File: src/rtl/counter_ctrl_8bit_if.sv
// Button/switch inputs and counter control outputs of counter_ctrl_8bit.
// slave = the control stage, master = whatever drives the buttons and watches the outputs.
interface counter_ctrl_8bit_if;
  logic       btn_ss;
  logic       btn_ld;
  logic [7:0] sw;
  logic       s_s;
  logic       l;
  logic [7:0] d;
  logic [1:0] state;

  modport slave (
    input  btn_ss, btn_ld, sw,
    output s_s, l, d, state
  );

  modport master (
    output btn_ss, btn_ld, sw,
    input  s_s, l, d, state
  );
endinterface

File: src/rtl/counter_ctrl_8bit.sv
// Debounces start/stop and load buttons into s_s level, one-cycle l strobe and captured d for counter_8bit.
// Optional macro CTRL_LOAD_STOPS_EN: a load while running leaves the counter halted (RUN -> LOAD_S -> STOP).
module counter_ctrl_8bit #(
  parameter int DB_CYCLES = 16
) (
  input logic                 clk,
  input logic                 clr,
  counter_ctrl_8bit_if.slave  bus
);

  typedef enum logic [1:0] {
    STOP   = 2'b00,
    RUN    = 2'b01,
    LOAD_S = 2'b10,
    LOAD_R = 2'b11
  } state_e;

  localparam logic [15:0] CNT_MAX = 16'(DB_CYCLES - 1);

  // Bit 0 is the start/stop button, bit 1 the load button.
  logic [1:0]  btn_raw;
  logic [1:0]  s1_q, s2_q;
  logic [1:0]  db_q, db_d;
  logic [1:0]  db_dly_q;
  logic [15:0] cnt_q [2];
  logic [15:0] cnt_d [2];
  logic [1:0]  press;

  state_e      state_q, state_d;
  logic        s_s_q, s_s_d;
  logic        l_q, l_d;
  logic [7:0]  d_q, d_d;

  assign btn_raw = {bus.btn_ld, bus.btn_ss};

  always_comb begin
    db_d  = db_q;
    cnt_d = cnt_q;
    for (int i = 0; i < 2; i++) begin
      if (s2_q[i] == db_q[i]) begin
        cnt_d[i] = '0;
      end else if (cnt_q[i] == CNT_MAX) begin
        db_d[i]  = s2_q[i];
        cnt_d[i] = '0;
      end else begin
        cnt_d[i] = cnt_q[i] + 16'd1;
      end
    end
  end

  assign press = db_q & ~db_dly_q;

  // Load press takes priority; a coincident start/stop press is dropped.
  always_comb begin
    state_d = state_q;
    case (state_q)
      STOP: begin
        if (press[1])      state_d = LOAD_S;
        else if (press[0]) state_d = RUN;
      end
      RUN: begin
`ifdef CTRL_LOAD_STOPS_EN
        if (press[1])      state_d = LOAD_S;
`else
        if (press[1])      state_d = LOAD_R;
`endif
        else if (press[0]) state_d = STOP;
      end
      LOAD_S:  state_d = STOP;
      LOAD_R:  state_d = RUN;
      default: state_d = STOP;
    endcase
  end

  // Outputs decode the next state so they move on the same edge as state_q.
  always_comb begin
    s_s_d = (state_d == RUN) || (state_d == LOAD_R);
    l_d   = (state_d == LOAD_S) || (state_d == LOAD_R);
    d_d   = l_d ? bus.sw : d_q;
  end

  always_ff @(posedge clk) begin
    if (clr) begin
      s1_q     <= '0;
      s2_q     <= '0;
      db_q     <= '0;
      db_dly_q <= '0;
      cnt_q[0] <= '0;
      cnt_q[1] <= '0;
      state_q  <= STOP;
      s_s_q    <= 1'b0;
      l_q      <= 1'b0;
      d_q      <= 8'h00;
    end else begin
      s1_q     <= btn_raw;
      s2_q     <= s1_q;
      db_q     <= db_d;
      db_dly_q <= db_q;
      cnt_q[0] <= cnt_d[0];
      cnt_q[1] <= cnt_d[1];
      state_q  <= state_d;
      s_s_q    <= s_s_d;
      l_q      <= l_d;
      d_q      <= d_d;
    end
  end

  assign bus.s_s   = s_s_q;
  assign bus.l     = l_q;
  assign bus.d     = d_q;
  assign bus.state = state_q;

endmodule

File: src/flat_wrapper.sv
// flat-port wrapper written by rule: the top's interface ports become plain ports
module counter_ctrl_8bit_flat 
#(
  parameter int DB_CYCLES = 16
)
  (clk, clr, bus_btn_ss, bus_btn_ld, bus_sw, bus_s_s, bus_l, bus_d, bus_state);
  counter_ctrl_8bit_if bus_i ();
  input logic clk;
  input logic clr;
  input wire logic [$bits(bus_i.btn_ss)-1:0] bus_btn_ss;
  input wire logic [$bits(bus_i.btn_ld)-1:0] bus_btn_ld;
  input wire logic [$bits(bus_i.sw)-1:0] bus_sw;
  output wire logic [$bits(bus_i.s_s)-1:0] bus_s_s;
  output wire logic [$bits(bus_i.l)-1:0] bus_l;
  output wire logic [$bits(bus_i.d)-1:0] bus_d;
  output wire logic [$bits(bus_i.state)-1:0] bus_state;
  assign bus_i.btn_ss = bus_btn_ss;
  assign bus_i.btn_ld = bus_btn_ld;
  assign bus_i.sw = bus_sw;
  assign bus_s_s = bus_i.s_s;
  assign bus_l = bus_i.l;
  assign bus_d = bus_i.d;
  assign bus_state = bus_i.state;
  counter_ctrl_8bit #(.DB_CYCLES(DB_CYCLES)) u_core (.clk(clk), .clr(clr), .bus(bus_i));
endmodule
File: config.mk
export PLATFORM = sky130hd
export DESIGN_NAME = counter_ctrl_8bit_flat
export DESIGN_NICKNAME = d
export VERILOG_FILES = /design/src/rtl/counter_ctrl_8bit_if.sv /design/src/rtl/counter_ctrl_8bit.sv /design/src/flat_wrapper.sv
export SDC_FILE = /design/constraint.sdc
export NUM_CORES = 1
export LEC_CHECK = 0
export ABC_AREA = 0
export BUFFER_PORTS_ARGS = -buffer_cell sky130_fd_sc_hd__buf_2
export CAP_MARGIN = 20
export CORE_MARGIN = 8
export CORE_UTILIZATION = 50
export CTS_CLUSTER_DIAMETER = 150
export CTS_CLUSTER_SIZE = 40
export DETAILED_ROUTE_END_ITERATION = 16
export PLACE_DENSITY_LB_ADDON = 0.1
export SLEW_MARGIN = 10
export SYNTH_ARGS = -nofsm -noshare
export SYNTH_HDL_FRONTEND = slang
export SYNTH_SLANG_ARGS = --single-unit
File: constraint.sdc
create_clock -name clk -period 4.25 [get_ports clk]
set_input_delay 0.425 -clock clk [delete_from_list [all_inputs] [get_ports clk]]
set_output_delay 0.425 -clock clk [all_outputs]
set_load 0.005 [all_outputs]
# Word-level counts from Yosys, hierarchy flattened
# Cells that the tools add are included.
# op_classes
add_sub_neg	2
n_eq_ne	10
muxes	5
bitwise_logic	4
reduce_logical	7
# op_table
cell	n
$add 16x1->16 const B	2
$eq 16x4->1 const B	2
$eq 2x2->1 const B	4
$mux 2	4
$pmux 2 s4	1
$reduce_or 3->1	2
$eq 2x1->1 const B	2
$reduce_and 2->1	2
$and 2x2->2	1
$eq 1x1->1	2
$logic_not 2->1	1
$logic_or 1x1->1	2
$not 1->1	2
$not 2->2	1
# word_totals
ff_bits	52
input_bits	12
wordCells	39

# Logic depth before layout (Yosys ltp)
# Gate-level depths: netlist of run 1.
# depth
depth_word	7
depth_mapped	6
ltp_nobuf	5

# Least setup slack after synthesis of run 1
# Ideal clock, no wire load.
# synth_path
path_type	register to register
from	register u_core.cnt_q[30] in the netlist's numbering
to	register u_core.cnt_q[31] in the netlist's numbering
setup_time_ps	115
t_arrival_ps	1643
required_time_ps	4135
path_slack_ps	2493
path_stages_with_launch	6
synth_period_minus_slack_ps	1757
cell_sequence	dfxtp_1 or4_1 or4_4 nand2_4 buf_6 nor2_1
# synth_between
elab_chain_cells	2
elab_cells_between_ends	3
cone_classes	add/sub: 1; eq/ne: 1; reduce/logical: 1
# synth_rtl
element	line_no	text
start, declared	counter_ctrl_8bit.sv:25	logic [15:0] cnt_q [2];
parallel branches: the longest is 2 deep, another holds $add 16x1->16	n/a	
# Several ways; the timed one is not identified.
# A chain may end at the register's enable or synchronous reset.

# Worst setup path after layout of run 1
# layout_path
from	register u_core.cnt_q[27] in the netlist's numbering
to	register u_core.cnt_q[30] in the netlist's numbering
# Same word-level chain as after synthesis.

==> impl_metrics.yaml, run 1 <==
setup_path:
  cp-start-kind: "flop"
  critPathMaxFanout: 14
  critPathCaptureType: "flop"
  cp_data_required_time_ns: 4.44
  worstSetupPathType: "flop to flop"
  cp.arrival_ns: 1.99
floorplanning:
  num_rows: 23
  die_h_um: 79.77
  ios: 24
  die_width_um: 79.77
  die_area_um2: 6363
  start_util_pct: 51.20
  core_um2: 3971
power:
  ir_drop_v: 0.0002561
  p_leak_nw: 0.7834
  p_comb_share_pct: 1.7
  power.internal_w: 0.0006036
  switching_power_w: 0.0001621
  p_per_area_nw_per_um2: 337.7
  pwr-share-seq_pct: 62.8
  p_sw_share_pct: 21.17
  clockPowerShare_pct: 35.5
timing:
  slew_viol_final: 0
  period_share_pct: 42.53
  finalClockSkew_ns: 0.008577
  setup_viol: 0
  worstMarginPinSlew_ns: 0.8202
  rsz0062_at_grt: "no"
  finalCriticalPeriod_ns: 1.808
  fmax_ghz: 0.5532
  relSlewSlack_pct: 45.12
  setup-tns-final_ns: 0
  finalHoldViolCount: 0
clocking:
  root_buffer: "clkbuf_8"
  postCtsSetupRepairBufs: 0
  ctsLongestPathBuffers: 2
  clk_pin_slew_ns: 0.09
  cts_inserted_buffers: 5
  cts_tree: "built"
  insertion_delay_ns: 0.30
  hold_buffers: 0
  htreeDepth: 2
  cts_resized: 0
  clock-sinks: 51
synthesis:
  synth.distinct_cells: 26
  yosysTopAreaCellShare_pct: 50.22
  synth-edff-count: 0
  yosysTopAreaCell: "dfxtp_1"
  postSynthCellCount: 217
  synth.avg_cell_area_um2: 9.370
  synth.most_common_cell: "dfxtp_1"
  synth-seq-area-share_pct: 50.22
  ys_async_sr_fraction_pct: 0
  syn_area_um2: 2033
  ys_seq_elements: 51
  synthTopCellsByCount: "51 x dfxtp_1, 46 x nor2_1, 24 x xnor2_1, 12 x nor4_1, 11 x nand3_1"
  ys.flop_type: "dfxtp_1"
  ys_top_cells_by_area: "dfxtp_1 50%, xnor2_1 10%, nor2_1 8.5%, mux2i_1 4.9%, nor4_1 3.7%"
  ys_warn_count: 0
  syn_nets: 231
outcome:
  status: "finished, final reports clean"
grt:
  grt_max_degree: 24
  antenna_found_initial: 0
  grt_pass1_wl_mm: 6.113
  grt_overflow: 0
  track_usage_pct: 12.09
  grt_pass1_vias: 1452
placed_design:
  dp_hpwl_mm: 2.495
  post_dp_cell_area_um2: 2177
  placedCellCount: 284
  place_congestion: 0.7988
  io_buffers: 23
drt:
  first_pass_iters: 4
  drc_errors: 0
  wire_per_inst_um: 11.87
  postRouteAntennaNets: 0
  drt_iter0_markers: 85
  routed_wirelength_mm: 3.467
  viasPerCell: 5.116
  num_vias: 1494
worst_hold_path:
  min_path_type: "input port to flop"
job:
  maxCapViolCount: 0
layout:
  finalNonFillerCells: 292
  area_growth_pct: 11.51
  final_cell_area_um2: 2267
  fin_nets: 255
  antenna_cells: 0
  nFillCells: 365
  drive_gt1_share_pct: 13.64
## power by group through the flow
stage               clock [W]  sequential [W]  combinational (W)
detailed placement          0        0.000492          0.0000135
global route         0.000303        0.000481          0.0000151
floorplan                   0        0.000492         0.00000739
global placement            0        0.000492          0.0000132
finish               0.000272        0.000481          0.0000131
CTS                  0.000285        0.000481          0.0000135
## routing by layer
layer,global-route usage (%),vias up,part of all wire (%)
met5,0,-,0
met4,7.273,0,1.7
met3,3.491,7,3.3
met2,18.66,27,43
met1,14.53,673,52
li1,-,787,-
## cell type report
type | count | area, um^2 | area share [%]
well taps | 50 | 62.56 | 2.759
repair buffers | 23 | 115.1 | 5.077
inverters | 4 | 15.01 | 0.6623
clock inverters | 2 | 17.52 | 0.7726
flip-flops and latches | 51 | 1021 | 45.03
clock buffers | 6 | 72.57 | 3.201
multi-input cells | 156 | 963.4 | 42.49
## through the flow
step                setup WS, ns  power (W)  utilization [%]  hold slack [ns]
global route               2.283  0.0007995            57.09           0.3200
finish                     2.442  0.0007657            57.09           0.3321
CTS                        2.433  0.0007792            57.09           0.3253
detailed placement         2.446  0.0005058            54.82           0.4290
floorplan                  2.493  0.0004994                -           0.4138
global placement           2.490  0.0005054            54.82           0.4168
## final timing paths
path / from / end / slack [ns] / cells after the start
hold reg to reg: u_core.s1_q[0]$_SDFF_PP0_ / u_core.s2_q[0]$_SDFF_PP0_ / 0.44 / 1
hold / removal: bus_btn_ss / u_core.s1_q[0]$_SDFF_PP0_ / 0.33 / 2
setup reg to reg: u_core.cnt_q[27]$_SDFF_PP0_ / u_core.cnt_q[30]$_SDFF_PP0_ / 2.44 / 4
setup / recovery: u_core.cnt_q[27]$_SDFF_PP0_ / u_core.cnt_q[30]$_SDFF_PP0_ / 2.44 / 4
## worst max-delay path, stage by stage, from the launching register on
cell and delay (ns):
dfxtp_1 0.35, or4_1 0.51, or4_4 0.59, nand2_4 0.18, nor2_1 0.07
## kinds of logic (layout without fill, tap and decap cells)
kind of cell / count (synthesis) / count (layout) / share of synthesized area [%]
AND/OR/NAND/NOR: 112 / 112 / 27.69
flip-flops: 51 / 51 / 50.22
XOR/XNOR: 30 / 30 / 12.92
multiplexers: 10 / 10 / 4.923
buffers and inverters: 10 / 35 / 2.400
adder cells (fa/ha/maj): 2 / 2 / 1.231
AO/OA/AOI/OAI: 2 / 2 / 0.6153
## flip-flops by register name (all words and copies together), names as in the netlist
register and count:
u_core.cnt_q 32, u_core.bus.d 8, u_core.bus.state 2, u_core.db_dly_q 2, u_core.db_q 2, u_core.s1_q 2
u_core.s2_q 2, u_core.bus.l 1
## layout by cell type (no fill, tap or decap), drive strengths merged
master,instances
nand4b,1
buf,23
clkbuf,6
dfxtp,51
clkinv,2
nand2,8
or4,5
or2,1
nor3,9
nor2b,6
ha,2
a21oi,1
nand2b,1
nor4,12
and4,1
o31ai,1
mux2i,10
and3,3
xnor2,24
nor2,46
inv,4
nand4,8
nand3,11
xor2,6
No activity file was read; power rests on OpenSTA's default activity.
==> run 2, diff against run 1 <==
- clock period: 4.25 -> 1.7 ns (I/O delays scaled with it)
==> run 2 against run 1 <==
The run now ends with setup timing left. Combinational power rose to 2.9 times the previous value. Clock-buffer cell count is the same. Hold slack got worse by 0.25 ns. Wire length up 9.7%. Worst setup slack got worse by 2.5 ns. Critical path type unchanged. Highest routed layer unchanged.
==> impl_metrics.yaml, run 2 (synthesis gave the netlist of run 1 again) <==
worst_hold_path:
  whs_path_depth: 2
  min_path_type: "input port to flop"
layout:
  nFillCells: 354
  fin_nets: 279
  largest_reg_flops: 32
  drive_gt1_share_pct: 22.35
  top_register: "u_core.cnt_q"
  final_cell_mix: "48 x dfxtp_1, 46 x nor2_1, 24 x xnor2_1, 24 x buf_4, 23 x buf_2"
  layout_commonest_cell: "dfxtp_1"
  antenna_cells: 0
  final_cell_area_um2: 2447
  area_growth_pct: 20.37
  finalNonFillerCells: 314
setup_path:
  cp.depth: 4
  critPathTopFamily: "simple AND/OR/NAND/NOR gates"
  slowest_delay_ns: 0.60
  cp_data_required_time_ns: 1.88
  cp-start-kind: "flop"
  slowest_stage: "or4_4"
  cp.arrival_ns: 1.93
  cp_cell_sequence: "or4_1, or4_4, mux2i_1, nor2_1"
  critPathBufInv: 0
  worstSetupPathType: "flop to flop"
  critPathMaxFanout: 3
  critPathCaptureType: "flop"
  reg2reg_depth: 4
drt:
  viasPerCell: 5.111
  first_pass_iters: 4
  routed_wirelength_mm: 3.805
  wire_per_inst_um: 12.12
  drt_iter0_markers: 63
  num_vias: 1605
  drc_errors: 0
  postRouteAntennaNets: 0
placed_design:
  placedCellCount: 307
  post_dp_cell_area_um2: 2352
  io_buffers: 23
  place_congestion: 0.7913
  dp_hpwl_mm: 2.754
timing:
  slew_viol_final: 0
  finalHoldViolCount: 0
  period_share_pct: 103.0
  rsz0062_at_grt: "yes"
  setup-tns-final_ns: -0.1331
  fmax_ghz: 0.5710
  relSlewSlack_pct: 72.32
  worstMarginPinSlew_ns: 0.4137
  worst_slack_ns: -0.05117
  finalCriticalPeriod_ns: 1.751
  setup_viol: 14
  finalClockSkew_ns: 0.004217
  hold_slack_ns: 0.08240
clocking:
  clock-sinks: 51
  insertion_delay_ns: 0.29
  root_buffer: "clkbuf_8"
  htreeDepth: 2
  cts_tree: "built"
  cts_inserted_buffers: 5
  ctsLongestPathBuffers: 2
  clk_pin_slew_ns: 0.08
floorplanning:
  die_width_um: 79.77
  core_um2: 3971
  start_util_pct: 51.20
  die_area_um2: 6363
  die_h_um: 79.77
  num_rows: 23
  ios: 24
power:
  p_comb_share_pct: 2.1
  switching_power_w: 0.0003740
  p_per_area_nw_per_um2: 762.4
  p_leak_nw: 0.8986
  ir_drop_v: 0.0005447
  power.internal_w: 0.001492
  pwr-share-seq_pct: 64.4
  clockPowerShare_pct: 33.6
  p_sw_share_pct: 20.04
  power_w: 0.001866
grt:
  antenna_found_initial: 0
  grt_overflow: 0
  track_usage_pct: 12.90
  grt_max_degree: 24
  grt_pass1_wl_mm: 6.617
  grt_pass1_vias: 1504
job:
  maxCapViolCount: 0
outcome:
  violations: "setup timing"
  status: "finished, violations left"
==> run 2: cell count changes in the layout (fill, tap and decap cells not counted), sizes merged <==
cell / previous run / this run
buf: 23 / 47
clkinv: 2 / 0
==> run 2: final cells by class <==
class / count / area (um^2) / share of cell area (%)
clock buffer: 6 / 72.57 / 2.965
inverter: 4 / 15.01 / 0.6135
multi-input combinational: 156 / 977.2 / 39.93
sequential: 51 / 1025 / 41.87
tap: 50 / 62.56 / 2.556
timing repair buffer: 47 / 295.3 / 12.07
==> run 2: stage by stage <==
stage / worst slack (ns) / utilization (%)
6_report: -0.05117 / 61.63
2_1_floorplan: -0.04396 / -
4_1_cts: -0.05811 / 61.28
3_3_place_gp: -0.04151 / 59.23
5_1_grt: -0.1294 / 61.63
3_5_place_dp: -0.05698 / 59.23
==> run 2: metal layers <==
layer | up-vias | routed length (um) | GRT usage [%]
met5 | - | 0 | 0
met1 | 740 | 1996 | 16.92
met3 | 4 | 125 | 4.054
met2 | 26 | 1644 | 18.83
met4 | 0 | 38 | 5.818
li1 | 835 | - | -
==> run 2: power groups by stage <==
stage | combinational, W | clock [W] | sequential [W]
after floorplan | 0.0000188 | 0 | 0.00123
after CTS | 0.0000389 | 0.000657 | 0.00120
after detailed placement | 0.0000378 | 0 | 0.00123
after global placement | 0.0000374 | 0 | 0.00123
after global routing | 0.0000425 | 0.000691 | 0.00120
final | 0.0000386 | 0.000626 | 0.00120
==> run 2: worst paths after layout <==
path	startpoint	end	slack (ns)
max	u_core.cnt_q[29]$_SDFF_PP0_	u_core.db_q[0]$_SDFFE_PP0P_	-0.05
min	bus_btn_ss	u_core.s1_q[0]$_SDFF_PP0_	0.08
max reg2reg	u_core.cnt_q[29]$_SDFF_PP0_	u_core.db_q[0]$_SDFFE_PP0P_	-0.05
min reg2reg	u_core.s1_q[1]$_SDFF_PP0_	u_core.s2_q[1]$_SDFF_PP0_	0.44
==> run 2: repair_timing <==
action,4_1_cts,5_1_grt
gates resized for setup,1,2
endpoints found under the setup margin,16,16
hold buffers,0,0
buffers inserted,0,1
pin swaps,2,0
==> run 2: worst reg2reg max path, delay by kind of cell, from the launching register on <==
| family | cells | cell delay, ns |
|---|---|---|
| mux | 1 | 0.17 |
| simple gates | 3 | 1.16 |
| flops | 1 | 0.31 |
